File: config.mk
export PLATFORM = sky130hd
export DESIGN_NAME = lmsm_sequencer
export DESIGN_NICKNAME = d
export VERILOG_FILES = /design/src/rtl/lmsm_pkg.sv /design/src/rtl/lsb_prio_enc8.sv /design/src/rtl/lmsm_sequencer.sv
export SDC_FILE = /design/constraint.sdc
export NUM_CORES = 1
export LEC_CHECK = 0
export BUFFER_PORTS_ARGS = -buffer_cell sky130_fd_sc_hd__buf_2
export CELL_PAD_IN_SITES_DETAIL_PLACEMENT = 0
export CELL_PAD_IN_SITES_GLOBAL_PLACEMENT = 1
export CORE_ASPECT_RATIO = 0.8
export CORE_MARGIN = 2
export CORE_UTILIZATION = 37
export DETAILED_ROUTE_END_ITERATION = 7
export GPL_TIMING_DRIVEN = 0
export PLACE_DENSITY_LB_ADDON = 0.12
export REMOVE_ABC_BUFFERS = 1
export SLEW_MARGIN = 15
export SYNTH_ARGS = -nofsm -noshare
export SYNTH_HDL_FRONTEND = slang
export SYNTH_SLANG_ARGS = --single-unit
File: constraint.sdc
create_clock -name clk -period 4.1 [get_ports clk]
set_input_delay 1.025 -clock clk [delete_from_list [all_inputs] [get_ports clk]]
set_output_delay 1.025 -clock clk [all_outputs]
set_load 0.02 [all_outputs]
File: src/rtl/lmsm_pkg.sv
// Shared state encoding, default widths and mask helpers for the load/store-multiple sequencer.
package lmsm_pkg;

    localparam int LMSM_DATA_W = 16;
    localparam int LMSM_NREG   = 8;
    localparam int LMSM_IDX_W  = 3;

    typedef enum logic [1:0] {
        ST_IDLE = 2'd0,
        ST_REQ  = 2'd1,
        ST_WB   = 2'd2,
        ST_DONE = 2'd3
    } lmsm_state_e;

    function automatic logic [LMSM_IDX_W:0] mask_popcount(input logic [LMSM_NREG-1:0] mask);
        logic [LMSM_IDX_W:0] cnt;
        cnt = '0;
        for (int i = 0; i < LMSM_NREG; i++) begin
            cnt = cnt + {{LMSM_IDX_W{1'b0}}, mask[i]};
        end
        return cnt;
    endfunction

endpackage

File: src/rtl/lsb_prio_enc8.sv
// Lowest-set-bit priority encoder for an 8-bit register mask; valid is 0 for an empty mask.
module lsb_prio_enc8 (
    input  logic [7:0] mask,
    output logic [2:0] idx,
    output logic       valid
);

    // Lowest index wins so transfers run in ascending register order.
    always_comb begin
        idx   = 3'd0;
        valid = 1'b1;
        casez (mask)
            8'b???????1: idx = 3'd0;
            8'b??????10: idx = 3'd1;
            8'b?????100: idx = 3'd2;
            8'b????1000: idx = 3'd3;
            8'b???10000: idx = 3'd4;
            8'b??100000: idx = 3'd5;
            8'b?1000000: idx = 3'd6;
            8'b10000000: idx = 3'd7;
            default: begin
                idx   = 3'd0;
                valid = 1'b0;
            end
        endcase
    end

endmodule

File: src/rtl/lmsm_sequencer.sv
// Load/store-multiple sequencer: one memory transfer per set mask bit at consecutive addresses.
// Optional macro LMSM_END_ADDR_EN adds the registered end_addr output.
module lmsm_sequencer
    import lmsm_pkg::*;
#(
    parameter int DATA_W = LMSM_DATA_W,
    parameter int NREG   = LMSM_NREG,
    parameter int IDX_W  = LMSM_IDX_W
) (
    input  logic              clk,
    input  logic              reset,
    input  logic              start,
    input  logic              is_load,
    input  logic [NREG-1:0]   reg_mask,
    input  logic [DATA_W-1:0] base_addr,
    output logic              busy,
    output logic              done,
    output logic [IDX_W-1:0]  rf_sel,
    output logic              rf_write_n,
    output logic [DATA_W-1:0] rf_wdata,
    input  logic [DATA_W-1:0] rf_rdata,
    output logic              mem_req,
    output logic              mem_we,
    output logic [DATA_W-1:0] mem_addr,
    output logic [DATA_W-1:0] mem_wdata,
    input  logic [DATA_W-1:0] mem_rdata,
    input  logic              mem_ack,
    output logic [IDX_W:0]    xfer_cnt
`ifdef LMSM_END_ADDR_EN
    ,
    output logic [DATA_W-1:0] end_addr
`endif
);

    localparam logic [DATA_W-1:0] PTR_ONE = {{(DATA_W-1){1'b0}}, 1'b1};
    localparam logic [IDX_W:0]    CNT_ONE = {{IDX_W{1'b0}}, 1'b1};

    lmsm_state_e       state_r;
    logic [NREG-1:0]   rem_mask_r;
    logic [NREG-1:0]   next_mask_s;
    logic [DATA_W-1:0] ptr_r;
    logic              load_r;
    logic [IDX_W-1:0]  sel_r;
    logic [IDX_W-1:0]  enc_idx_s;
    logic              enc_valid_s;
    logic              busy_r;
    logic              done_r;
    logic              rf_write_n_r;
    logic              mem_req_r;
    logic              mem_we_r;
    logic [DATA_W-1:0] rf_wdata_r;
    logic [IDX_W:0]    xfer_cnt_r;

    lsb_prio_enc8 u_enc (
        .mask  (rem_mask_r),
        .idx   (enc_idx_s),
        .valid (enc_valid_s)
    );

    // Remaining mask once the register currently being transferred is retired.
    always_comb begin
        next_mask_s            = rem_mask_r;
        next_mask_s[enc_idx_s] = 1'b0;
    end

    // Sequencer FSM; every control output is registered alongside the state.
    always_ff @(posedge clk) begin
        if (reset) begin
            state_r      <= ST_IDLE;
            rem_mask_r   <= '0;
            ptr_r        <= '0;
            load_r       <= 1'b0;
            sel_r        <= '0;
            busy_r       <= 1'b0;
            done_r       <= 1'b0;
            rf_write_n_r <= 1'b1;
            mem_req_r    <= 1'b0;
            mem_we_r     <= 1'b0;
            rf_wdata_r   <= '0;
            xfer_cnt_r   <= '0;
        end else begin
            done_r       <= 1'b0;
            rf_write_n_r <= 1'b1;
            case (state_r)
                ST_IDLE: begin
                    if (start) begin
                        rem_mask_r <= reg_mask;
                        ptr_r      <= base_addr;
                        load_r     <= is_load;
                        xfer_cnt_r <= '0;
                        busy_r     <= 1'b1;
                        if (reg_mask == '0) begin
                            state_r <= ST_DONE;
                            done_r  <= 1'b1;
                        end else begin
                            state_r   <= ST_REQ;
                            mem_req_r <= 1'b1;
                            mem_we_r  <= ~is_load;
                        end
                    end else begin
                        busy_r    <= 1'b0;
                        mem_req_r <= 1'b0;
                        mem_we_r  <= 1'b0;
                    end
                end
                ST_REQ: begin
                    if (mem_ack && enc_valid_s) begin
                        rem_mask_r <= next_mask_s;
                        ptr_r      <= ptr_r + PTR_ONE;
                        xfer_cnt_r <= xfer_cnt_r + CNT_ONE;
                        sel_r      <= enc_idx_s;
                        if (load_r) begin
                            rf_wdata_r   <= mem_rdata;
                            rf_write_n_r <= 1'b0;
                            mem_req_r    <= 1'b0;
                            mem_we_r     <= 1'b0;
                            state_r      <= ST_WB;
                        end else if (next_mask_s == '0) begin
                            mem_req_r <= 1'b0;
                            mem_we_r  <= 1'b0;
                            done_r    <= 1'b1;
                            state_r   <= ST_DONE;
                        end else begin
                            state_r <= ST_REQ;
                        end
                    end else begin
                        state_r <= ST_REQ;
                    end
                end
                ST_WB: begin
                    if (rem_mask_r == '0) begin
                        done_r  <= 1'b1;
                        state_r <= ST_DONE;
                    end else begin
                        mem_req_r <= 1'b1;
                        mem_we_r  <= ~load_r;
                        state_r   <= ST_REQ;
                    end
                end
                ST_DONE: begin
                    busy_r  <= 1'b0;
                    state_r <= ST_IDLE;
                end
                default: begin
                    busy_r    <= 1'b0;
                    mem_req_r <= 1'b0;
                    mem_we_r  <= 1'b0;
                    state_r   <= ST_IDLE;
                end
            endcase
        end
    end

`ifdef LMSM_END_ADDR_EN
    logic [DATA_W-1:0] end_addr_r;

    // End address is fixed at accept time and held until the next accepted start.
    always_ff @(posedge clk) begin
        if (reset) begin
            end_addr_r <= '0;
        end else if (state_r == ST_IDLE && start) begin
            end_addr_r <= base_addr + DATA_W'(mask_popcount(reg_mask));
        end else begin
            end_addr_r <= end_addr_r;
        end
    end

    assign end_addr = end_addr_r;
`endif

    // rf_sel follows the encoder while requesting, and the retired index through write-back.
    assign rf_sel     = (state_r == ST_REQ) ? enc_idx_s : sel_r;
    assign busy       = busy_r;
    assign done       = done_r;
    assign rf_write_n = rf_write_n_r;
    assign rf_wdata   = rf_wdata_r;
    assign mem_req    = mem_req_r;
    assign mem_we     = mem_we_r;
    assign mem_addr   = ptr_r;
    assign mem_wdata  = (mem_req_r && mem_we_r) ? rf_rdata : '0;
    assign xfer_cnt   = xfer_cnt_r;

endmodule

Word level (Yosys, flattened, before mapping)
Index checks and enable logic that the tools add are counted.
- logic and storage cells: 97
- register bits: 55
- input port bits: 61
- output and inout port bits: 60
- bitwise logic cells: 6
- muxes and demuxes: 43
- reductions and logical operators: 17
- add/sub/neg operators: 2
- magnitude comparators: 2
- equality and inequality tests: 15
- operators with widths (operator ; number):
    2-to-1 mux 16 bit ; 3
    one-hot mux 16 bit (2 select lines) ; 1
    logical NOT 8 bit ; 3
    one-hot mux 3 bit (7 select lines) ; 1
    2-to-1 mux 1 bit ; 19
    adder 16 x 1 -> 16 bit, second input constant ; 1
    2-to-1 mux 8 bit ; 2
    one-hot mux 8 bit (2 select lines) ; 1
    2-to-1 mux 2 bit ; 6
    one-hot mux 1 bit (3 select lines) ; 3
    AND 8 bit ; 1
    equality test 8 bit, second input constant ; 1
    2-to-1 mux 4 bit ; 2
    NOT 8 bit ; 1
    one-hot mux 2 bit (4 select lines) ; 1
    one-hot mux 4 bit (2 select lines) ; 1
    OR reduction 8 bit ; 1
    equality test 7 bit, second input constant ; 1
    equality test 2 bit, second input constant ; 3
    equality test 6 bit, second input constant ; 1
    inequality test 2 bit, second input constant ; 3
    inequality test 3 bit, second input constant ; 2
    AND reduction 3 bit ; 2
    equality test 5 bit, second input constant ; 1
    17 further kinds ; 24

Depth between registers and ports, before layout
- word-level depth: 13
- depth in mapped cells: 9
- gate-level depth less buffers: 7

By module
Synthesis repeated with hierarchy kept, for this count alone.
- cell total of the unflattened synthesis: 388
- area total of the unflattened synthesis: 2984.1 um^2
- by module, submodules not included (module ; instances ; sequential area each (um^2) ; cells an instance ; area an instance (um^2)):
    lmsm_sequencer ; 1 ; 1101.1 ; 375 ; 2902.8
    lsb_prio_enc8 ; 1 ; 0.0 ; 13 ; 81.3

Worst setup path before layout
Ideal clock, no wire load.
- kind: reg-to-output
- from: register state_r[1]
- to: output port rf_sel[2]
- path buffers: 2
- slack: 1.575 ns
- required time: 3.075 ns
- data arrival time: 1.500 ns
- stages on the path, launching flop included: 8
- cell sequence: dfxtp_1 -> inv_1 -> ha_1 -> buf_2 -> inv_1 -> clkbuf_1 -> nor3_1 -> a21o_1
- word-level cells in the longest chain between the ends: 2
- ends and longest elaborated chain (element ; line ; text):
    start, declared ; lmsm_sequencer.sv:38 ; lmsm_state_e state_r;
    start signal, assigned ; lmsm_sequencer.sv:69 ; state_r <= ST_IDLE;
    start signal, assigned ; lmsm_sequencer.sv:93 ; state_r <= ST_DONE;
    start signal, assigned ; lmsm_sequencer.sv:96 ; state_r <= ST_REQ;
    equality test 2 x 1 -> 1 bit ; lmsm_sequencer.sv:172 ; assign rf_sel = (state_r == ST_REQ) ? enc_idx_s : sel_r;
    2-to-1 mux 3 bit ; lmsm_sequencer.sv:172 ;
    end, declared ; lmsm_sequencer.sv:18 ; output logic [IDX_W-1:0] rf_sel,
No other way between the ends.

Final worst setup path
- from: register state_r[1]
- to: output port rf_sel[0]
Same word-level chain as after synthesis.

==> results_dict.tcl <==
set metrics [dict create \
    skew_ns 0.005385 \
    insertion_delay_ns 0.31 \
    synth_cell_types 55 \
    core-area_sq_um 7910 \
    p_int_mw 1.184 \
    leakage_nw 1.623 \
    slew_viol_final 0 \
    synth_area_leaders "dfxtp_1, a21oi_1, nand2_1" \
    pwr-share-comb_pct 49.1 \
    syn_area_per_cell_sq_um 7.732 \
    htreeDepth 2 \
    worstSetupStartpointType "flop" \
    track_usage_pct 18.49 \
    critPathMaxStageDelay_ns 0.67 \
    cts_setup_buffers 0 \
    gr-total-overflow 0 \
    cts_root_buf "clkbuf_8" \
    grt_pass1_wl_um 13720 \
    synth_edf_count 0 \
    grt_max_degree 61 \
    num_vias 3136 \
    gp_congestion 0.7854 \
    drtPass1Iterations 4 \
    synth_top_cell_by_area "dfxtp_1" \
    num-fill-cells 857 \
    switching_power_mw 1.078 \
    wl_per_cell_um 13.97 \
    grt_use_met3_pct 3.416 \
    dp_hpwl_um 5782 \
    die_w_um 104.8 \
    synth-seq-area-share_pct 36.61 \
    dp.cells 591 \
    rows 29 \
    hold_viol_final 0 \
    crit_chain "inv_1 -> ha_2 -> inv_1 -> a211oi_1 -> a21o_1 -> buf_2" \
    worst_pin_slew_ns 1.109 \
    worstPathArrival_ns 2.77 \
    critPathKind "reg2out" \
    ys_ff_latch 55 \
    syn_area_sq_um 3008 \
    min_period_ns 3.798 \
    antenna_found_initial 0 \
    cts_hold_buf 0 \
    endpoint_kind "output pin" \
    cap_violations 0 \
    pwr-share-clk_pct 13.9 \
    ant_nets 0 \
    portBuffers 120 \
    cts_tree "yes" \
    wl_um 8371 \
    cts.sinks 55 \
    cp_slowest_cell "ha_2" \
    power.density_nw_per_um2 607.0 \
    grt_util_met1_pct 27.06 \
    seq_power_share_pct 37.0 \
    synth_top_area_share_pct 36.61 \
    cts_made_buffers 5 \
    yosysWarningCount 0 \
    hold_class "reg2reg" \
    nets 558 \
    async_flop_share_pct 0 \
    switching_share_pct 47.64 \
    outcome "completed" \
    cts_resized 0 \
    num_antenna_cells 0 \
    rsz0062_at_grt "false" \
    io_pins 121 \
    worst_path_most_repeated_cell "inv_1" \
    start_util_pct 38.03 \
    clkTransAtPathRegs_ns 0.11 \
    die-area_sq_um 8871 \
    drc_errors 0 \
    fin_crit_sh_pct 92.63 \
    clockBufferDepth 2 \
    finalSetupTns_ns 0 \
    required_ns 3.07 \
    yosys_most_used_dff "dfxtp_1" \
    grt_util_met2_pct 28.45 \
    fmaxAchievable_ghz 0.2633 \
    grt_pass1_vias 2873 \
    syn2layout_area_growth_pct 23.88 \
    first_iter_violations 127 \
    relSlewSlack_pct 26.10 \
    avgViaCountPerCell 5.235 \
    fp.dieH_um 84.65 \
    syn_inst 389 \
    peakVddDrop_mv 0.2635 \
    setup_viol 0 \
    crit_fanout 37 \
    drive_gt1_share_pct 28.51 \
    grt_busiest_layer "met2" \
    stdcell_count 599 \
]
## per-stage QoR
stage               total power, mW  area (sq um)  hold slack, ns  utilization (%)  worst slack, ns
floorplan                     1.600          2894          0.4309                -           0.9078
global placement              1.941          3630          0.4388            45.89          0.09877
detailed placement            1.956          3632          0.4439            45.92           0.6527
CTS                           2.277          3726          0.4591            47.11           0.2948
global route                  2.450          3726          0.4730            47.11          0.05426
finish                        2.262          3726          0.4565            47.11           0.3022
## cell usage after synthesis, types with 5 or more instances
master / number
nand2b_1: 5
nor3_1: 15
a21oi_1: 50
clkbuf_1: 18
nor2b_1: 6
inv_1: 10
nor4_1: 5
nand2_1: 60
a211oi_1: 8
ha_1: 7
buf_2: 7
nor2_1: 23
and3_1: 18
nand3_1: 11
o21ai_0: 22
dfxtp_1: 55
## logic make-up (layout without fill, tap and decap cells)
family | count (synthesis) | in the layout | synth area share [%]
compound gates | 123 | 123 | 26.25
simple gates | 160 | 160 | 26.50
fa+ha+maj | 7 | 7 | 2.912
mux | 6 | 6 | 2.121
xor+xnor | 2 | 2 | 0.5825
buf+inv | 36 | 138 | 5.033
flops | 55 | 55 | 36.61
## final cells by class
cell class,instances,area (sq um),area share (%)
clock buffers,5,68.82,1.847
clock inverters,3,25.02,0.6716
inverters,10,37.54,1.007
flip-flops and latches,55,1101,29.55
repair buffers,120,600.6,16.12
multi-input cells,298,1758,47.18
well taps,108,135.1,3.627
## final timing paths
kind | from | endpoint | slack (ns) | cells after the start
setup / recovery | state_r[1]$_SDFFE_PP0P_ | rf_sel[0] | 0.30 | 6
hold / removal | rf_wdata[14]$_SDFFE_PP0P_ | rf_wdata[14]$_SDFFE_PP0P_ | 0.46 | 2
setup reg to reg | state_r[1]$_SDFFE_PP0P_ | mem_addr[0]$_SDFFE_PP0P_ | 0.86 | 7
hold reg to reg | rf_wdata[14]$_SDFFE_PP0P_ | rf_wdata[14]$_SDFFE_PP0P_ | 0.46 | 2
## registers in the layout, summed over array words and instances (netlist names)
signal,count
xfer_cnt,4
rem_mask_r,8
rf_write_n,1
mem_we,1
state_r,2
mem_addr,16
load_r,1
sel_r,3
busy,1
mem_req,1
done,1
rf_wdata,16
## power groups by stage
stage | clock network, mW | registers [mW] | logic [mW]
6_report | 0.314 | 0.837 | 1.11
5_1_grt | 0.349 | 0.865 | 1.24
3_5_place_dp | 0 | 0.848 | 1.11
2_1_floorplan | 0 | 0.912 | 0.688
4_1_cts | 0.327 | 0.836 | 1.11
3_3_place_gp | 0 | 0.840 | 1.10
## layer usage
metal  share of wire (%)  wire length, um
met1                  51             4267
met3                 6.1              511
met5                   0                0
met4                0.91               76
met2                  42             3516
## critical path: cells and delay by family (launching register included)
kind            cells  cell delay (ns)
buf+inv             3             0.87
fa+ha+maj           1             0.67
compound gates      2             0.53
flops               1             0.37
## placed cells by master (no fill, tap or decap), types with 3 or more instances in the layout
master,instances
a211oi_1,8
a21o_1,3
mux2i_1,3
nand2b_1,5
and3_1,18
or3_1,4
ha_1,6
inv_1,10
dfxtp_1,55
nor2_1,23
a21oi_1,50
nand3_1,11
o32ai_1,3
o21ai_0,22
nor4_1,5
nand2_1,60
nand4_1,4
nor2b_1,6
o211ai_1,3
clkbuf_8,5
o22ai_1,4
nor3_1,15
buf_2,120
Note: power is estimated with default switching activity, not from simulation.
